**src/rtl/fxp_pkg.sv**
```systemverilog
// Shared fixed-point defaults, sequencer state encoding and saturation limits.
// No logic of its own, so it adds no latency.
// Backpressure does not apply; the package only declares types and constants.
package fxp_pkg;

    localparam int FXP_WIDTH        = 32;
    localparam int FXP_DECIMAL_BITS = 16;

    localparam logic [FXP_WIDTH-1:0] FXP_ONE = FXP_WIDTH'(1) << FXP_DECIMAL_BITS;
    localparam logic [FXP_WIDTH-1:0] FXP_MAX = {1'b0, {(FXP_WIDTH-1){1'b1}}};
    localparam logic [FXP_WIDTH-1:0] FXP_MIN = {1'b1, {(FXP_WIDTH-1){1'b0}}};

    typedef enum logic [1:0] {
        ST_IDLE = 2'd0,
        ST_MUL  = 2'd1,
        ST_DONE = 2'd2
    } seq_state_t;

endpackage

```
**src/rtl/fxp_mult.sv**
```systemverilog
// Signed fixed-point multiply of two runtime operands, floor-truncated back to WIDTH bits.
// Purely combinational: zero cycles of latency.
// No handshake; the owning sequencer decides when the result is used.
module fxp_mult
    import fxp_pkg::*;
#(
    parameter int WIDTH        = FXP_WIDTH,
    parameter int DECIMAL_BITS = FXP_DECIMAL_BITS
) (
    input  logic [WIDTH-1:0] a_i,
    input  logic [WIDTH-1:0] b_i,
    output logic [WIDTH-1:0] term_o
);

    logic [2*WIDTH-1:0] prod;
    logic               unused_prod;

    // Explicit sign extension keeps the full-precision product exact in 2*WIDTH bits.
    assign prod = {{WIDTH{a_i[WIDTH-1]}}, a_i} * {{WIDTH{b_i[WIDTH-1]}}, b_i};

    assign term_o      = prod[WIDTH-1+DECIMAL_BITS -: WIDTH];
    assign unused_prod = ^prod;

endmodule

```
**src/rtl/cmult_dot_seq.sv**
```systemverilog
// Dot product y = sum C[i]*x[i] through one shared multiplier; C[] runtime loadable (CMULT_DOT_SEQ_SAT_EN: saturating accumulate).
// Latency: accept at edge T, one product per cycle over T+1..T+LEN, out_valid after edge T+LEN.
// Backpressure: in_ready only in IDLE without a config write; result held in DONE until out_ready.
module cmult_dot_seq
    import fxp_pkg::*;
#(
    parameter int WIDTH        = FXP_WIDTH,
    parameter int DECIMAL_BITS = FXP_DECIMAL_BITS,
    parameter int LEN          = 6,
    localparam int CW          = (LEN > 1) ? $clog2(LEN) : 1
) (
    input  logic                 clk,
    input  logic                 rst_n,
    input  logic                 cfg_we,
    input  logic [CW-1:0]        cfg_addr,
    input  logic [WIDTH-1:0]     cfg_data,
    input  logic                 in_valid,
    output logic                 in_ready,
    input  logic [LEN*WIDTH-1:0] x_vec,
    output logic                 out_valid,
    input  logic                 out_ready,
    output logic [WIDTH-1:0]     y_out,
    output logic                 busy
);

    localparam logic [CW:0]   LEN_W    = (CW+1)'(LEN);
    localparam logic [CW-1:0] LAST_IDX = CW'(LEN-1);

    seq_state_t       state_q, state_d;
    logic [WIDTH-1:0] coef_q [LEN];
    logic [WIDTH-1:0] xr_q   [LEN];
    logic [WIDTH-1:0] acc_q, acc_d;
    logic [WIDTH-1:0] y_q, y_d;
    logic [CW-1:0]    idx_q, idx_d;

    logic             accept;
    logic             cfg_hit;
    logic [WIDTH-1:0] term;
    logic [WIDTH-1:0] acc_sum;

    assign in_ready  = (state_q == ST_IDLE) && !cfg_we;
    assign accept    = in_valid && in_ready;
    assign out_valid = (state_q == ST_DONE);
    assign busy      = (state_q != ST_IDLE);
    assign y_out     = y_q;

    // Coefficients only move while IDLE, so a job sees one frozen set from accept to completion.
    assign cfg_hit = cfg_we && (state_q == ST_IDLE) && ({1'b0, cfg_addr} < LEN_W);

    fxp_mult #(
        .WIDTH        (WIDTH),
        .DECIMAL_BITS (DECIMAL_BITS)
    ) u_mult (
        .a_i    (coef_q[idx_q]),
        .b_i    (xr_q[idx_q]),
        .term_o (term)
    );

`ifdef CMULT_DOT_SEQ_SAT_EN
    localparam logic [WIDTH-1:0] SAT_MAX = {1'b0, {(WIDTH-1){1'b1}}};
    localparam logic [WIDTH-1:0] SAT_MIN = {1'b1, {(WIDTH-1){1'b0}}};

    logic [WIDTH:0] sum_ext;

    assign sum_ext = {acc_q[WIDTH-1], acc_q} + {term[WIDTH-1], term};

    // Overflow shows up as disagreement between the guard bit and the result sign bit.
    always_comb begin
        acc_sum = sum_ext[WIDTH-1:0];
        if (sum_ext[WIDTH] != sum_ext[WIDTH-1]) begin
            acc_sum = sum_ext[WIDTH] ? SAT_MIN : SAT_MAX;
        end
    end
`else
    assign acc_sum = acc_q + term;
`endif

    always_comb begin
        state_d = state_q;
        acc_d   = acc_q;
        idx_d   = idx_q;
        y_d     = y_q;
        unique case (state_q)
            ST_IDLE: begin
                if (accept) begin
                    state_d = ST_MUL;
                    acc_d   = '0;
                    idx_d   = '0;
                end
            end
            ST_MUL: begin
                acc_d = acc_sum;
                idx_d = idx_q + CW'(1);
                if (idx_q == LAST_IDX) begin
                    state_d = ST_DONE;
                    y_d     = acc_sum;
                    idx_d   = '0;
                end
            end
            ST_DONE: begin
                if (out_ready) begin
                    state_d = ST_IDLE;
                end
            end
            default: begin
                state_d = ST_IDLE;
            end
        endcase
    end

    always_ff @(posedge clk) begin
        if (!rst_n) begin
            state_q <= ST_IDLE;
            acc_q   <= '0;
            idx_q   <= '0;
            y_q     <= '0;
        end else begin
            state_q <= state_d;
            acc_q   <= acc_d;
            idx_q   <= idx_d;
            y_q     <= y_d;
        end
    end

    always_ff @(posedge clk) begin
        if (!rst_n) begin
            for (int i = 0; i < LEN; i++) begin
                coef_q[i] <= '0;
            end
        end else if (cfg_hit) begin
            coef_q[cfg_addr] <= cfg_data;
        end
    end

    // Operand snapshot; needs no reset because it is always loaded before use.
    always_ff @(posedge clk) begin
        if (accept) begin
            for (int i = 0; i < LEN; i++) begin
                xr_q[i] <= x_vec[i*WIDTH +: WIDTH];
            end
        end
    end

endmodule

```
**config.mk**
```make
export PLATFORM = sky130hd
export DESIGN_NAME = cmult_dot_seq
export DESIGN_NICKNAME = d
export VERILOG_FILES = /design/src/rtl/fxp_pkg.sv /design/src/rtl/fxp_mult.sv /design/src/rtl/cmult_dot_seq.sv
export SDC_FILE = /design/constraint.sdc
export NUM_CORES = 2
export LEC_CHECK = 0
export CAP_MARGIN = 25
export CORE_ASPECT_RATIO = 0.8
export CORE_MARGIN = 2
export CORE_UTILIZATION = 50
export DETAILED_ROUTE_END_ITERATION = 10
export PLACE_DENSITY_LB_ADDON = 0.3
export REMOVE_ABC_BUFFERS = 1
export SLEW_MARGIN = 40
export SYNTH_ARGS = -nofsm -noshare
export SYNTH_HDL_FRONTEND = slang
export SYNTH_SLANG_ARGS = --single-unit
```
**constraint.sdc**
```tcl
create_clock -name clk -period 17.4 [get_ports clk]
set_input_delay 3.48 -clock clk [delete_from_list [all_inputs] [get_ports clk]]
set_output_delay 3.48 -clock clk [all_outputs]
set_load 0.03 [all_outputs]
```
==> results.md <==
* # setup viols final at 0
* DIE HEIGHT at roughly 290 µm
* Post-CTS sizing at 0
* Initial Util at 50.61%
* Vias at approximately 35000
* Crit path top cell by count: fa_1
* Row cnt at between 100 and 150
* Worst path max stage delay at 0.70 ns
* Worst hold path startpoint: y_out[9]
* Die footprint at about 100000 µm²
* Die X at between 300 and 400 µm
* Setup TNS at 0 ns
* Synth area leaders: fa_1 34%, edfxtp_1 27%, inv_1 6.4%
* Vias in the first global route at 36530
* Yosys top cell area share at 33.53%
* Reg area at approximately 15000 µm²
* Cts hold-fix bufs at 0
* Vias/cell at 5.526
* Worst Tran Pin Value at ~0.85 ns
* Largest net degree at the start of global routing at roughly 120
* Startpoint types: flip-flop
* First-pass GRT wire length at around 220000 µm
* RSZ-0062 raised after global routing: no
* Data arrival, critical path at 12.71 ns
* Synth warnings at 0
* Root Buffer: clkbuf_16
* Post-CTS Setup Bufs at 0
* Mapped cell area at approximately 50000 µm²
* DRC at 0
* Core area at 98970 µm²
* Most common cell after layout, fill and taps aside: inv_1
* Multi-input gate area at 31380 µm²
* Final hold violation count at 0
* Share of async-settable or async-resettable flops after synthesis at 0%
* CP max-delay cell: dfxtp_4
* R2R depth at 39
* Post-synthesis sequential area ratio at approximately 30%
* Max Clk Rate at 82.22 MHz
* CTS Buffer Depth at 3
* Distinct cells, synth at 80
* Relative slew slack at between 40% and 50%
* Final min period at 12.16 ns
* Crit end category: flip-flop
* Clock Skew at 0.03807 ns
* Crit share post-route at between 60% and 70%
* Grt met3 use at under 10%
* CTS Sinks at 520
* DR WL/cell at 22.20 µm
* Worst R2R End: acc_q[31]
* Commonest register cell after synthesis: edfxtp_1
* Hpwl dp at approximately 110000 µm
* Antenna violations before repair at 1
* Slew Limit Fails at 0
* GR Util met2 at between 40% and 50%
* CP Max Fanout at 38
* N_diodes at 0
* Layout cells sized above 1 at 6.691%
* CTS tree: built
* MaxCap Viol Count at 0
* EDFF count, synth at roughly 450
* DRT Pass-1 Iters at 6
* GRT overflow at 0
* Routing usage on met1 at between 30% and 40%
* I/O Buffers at 266
* Syn-to-layout area delta at 12.58%
* Yosys reg bits at 520
* I/O pin cnt at roughly 270
* Hold EP: y_out[9]
* Status: complete, no violations
* Worst path required time at roughly 18 ns
* Nets at between 6000 and 7000
* Clock slew at reported path FFs at approximately 0.06 ns
* Mapped Cells at approximately 4700
* Mean Syn Cell Area at roughly 11 µm²
* CP Class: flip-flop to flip-flop
* Worst min path class: flip-flop to flip-flop
* Largest area contributor in the synthesized netlist: fa_1
* Commonest cells after routing, fill and taps aside: 857 x inv_1, 839 x fa_1, 690 x nor2_1
* R2R Setup Slk at between 5 and 6 ns
* GRT busiest layer: met2
* DRT Wirelength at between 100000 and 150000 µm
* DRT iter0 DRCs at 3186
* Hold Crit Depth at 2
* Detail Route Antenna Nets at 0
* Total CTS buffers at 55
* CTS H-Tree Depth at 2
* Fillcell total at 8310
* Worst-skew pair later-pin latency at between 0.6 and 0.7 ns
* RePlAce Congestion at about 0.93
* Global-route usage over all layers at around 28%
[state kept, by name, summed over array words and instances, names as in the netlist, named ones only]
register  count
state_q       2
acc_q        32
xr_q        192
coef_q      256
y_out        32
idx_q         3
[worst max-delay path, delay by kind of cell, from the launching register on]
kind,cells,cell delay [ns]
adders and majority gates,10,4.72
xor gates and xnor gates,1,0.19
AOI/OAI and AO/OA,16,3.22
muxes,1,0.59
and+or+nand+nor,6,1.38
DFF,1,0.70
buffers and inverters,5,1.14
[metrics by stage]
step	instance area (µm²)	hold slack, ns	util, %	std cells	setup slack, ns
3_3_place_gp	54450	0.4549	55.01	6201	5.366
6_report	56400	0.4647	56.98	6304	5.237
3_5_place_dp	54520	0.4609	55.09	6203	5.313
4_1_cts	56360	0.4706	56.94	6303	5.252
5_1_grt	56400	0.4926	56.98	6304	4.545
2_1_floorplan	49360	0.4514	-	4534	3.397
[Yosys cell counts, types with 4 or more instances]
| cell type | n |
|---|---|
| o211ai_1 | 7 |
| a21boi_0 | 48 |
| nand3_1 | 47 |
| mux4_2 | 77 |
| a21o_1 | 47 |
| edfxtp_1 | 448 |
| dfxtp_1 | 72 |
| a221oi_1 | 4 |
| buf_1 | 18 |
| a21boi_1 | 7 |
| a31oi_1 | 11 |
| o21ai_0 | 38 |
| fa_1 | 839 |
| a21oi_1 | 77 |
| buf_2 | 16 |
| buf_6 | 8 |
| and2_1 | 40 |
| buf_4 | 5 |
| ha_1 | 198 |
| xor2_1 | 25 |
| mux2_1 | 23 |
| nor3_1 | 6 |
| xnor2_1 | 75 |
| or2_2 | 7 |
| clkbuf_1 | 184 |
| inv_1 | 858 |
| a211oi_1 | 15 |
| a22oi_1 | 8 |
| nand2_1 | 588 |
| nand4_1 | 7 |
| and3_1 | 8 |
| nor2_1 | 691 |
| nor2b_1 | 35 |
| o32ai_1 | 4 |
| mux2_2 | 22 |
| o21bai_1 | 10 |
| nand2b_1 | 14 |
| o21a_1 | 6 |
| mux2i_1 | 42 |
[worst max-delay path by stage]
stage	endpoint	slack, ns
2_1_floorplan	acc_q[30]	3.40
3_3_place_gp	acc_q[30]	5.37
3_5_place_dp	acc_q[31]	5.31
4_1_cts	acc_q[31]	5.25
5_1_grt	acc_q[31]	4.54
6_report	acc_q[31]	5.24
[area by class of cell]
| type | instances | share of cell area, % |
|---|---|---|
| clock buffer | 67 | 2.556 |
| clock inverter | 33 | 0.7033 |
| inverter | 862 | 5.760 |
| multi-input combinational | 3152 | 55.64 |
| sequential | 520 | 26.43 |
| tap | 1312 | 2.911 |
| timing repair buffer | 358 | 5.999 |
[layer usage]
layer	routed length [µm]	vias to the layer above
met1	54320	17770
li1	-	15050
met4	5693	2
met3	14540	306
met2	65380	1707
met5	13	-
[kinds of logic after synthesis]
logic type               after synthesis  share of synthesized area [%]
adder cells (fa/ha/maj)             1037                          38.47
buffers and inverters               1093                          8.387
flip-flops                           520                          29.73
other                                  1                       0.007486
XOR/XNOR                             101                          1.793
AO/OA/AOI/OAI                        326                          4.498
AND/OR/NAND/NOR                     1458                          11.73
multiplexers                         166                          5.373
Power is not shown: default switching activity piles up to over one toggle a cycle in this logic, so the estimate is an artifact.
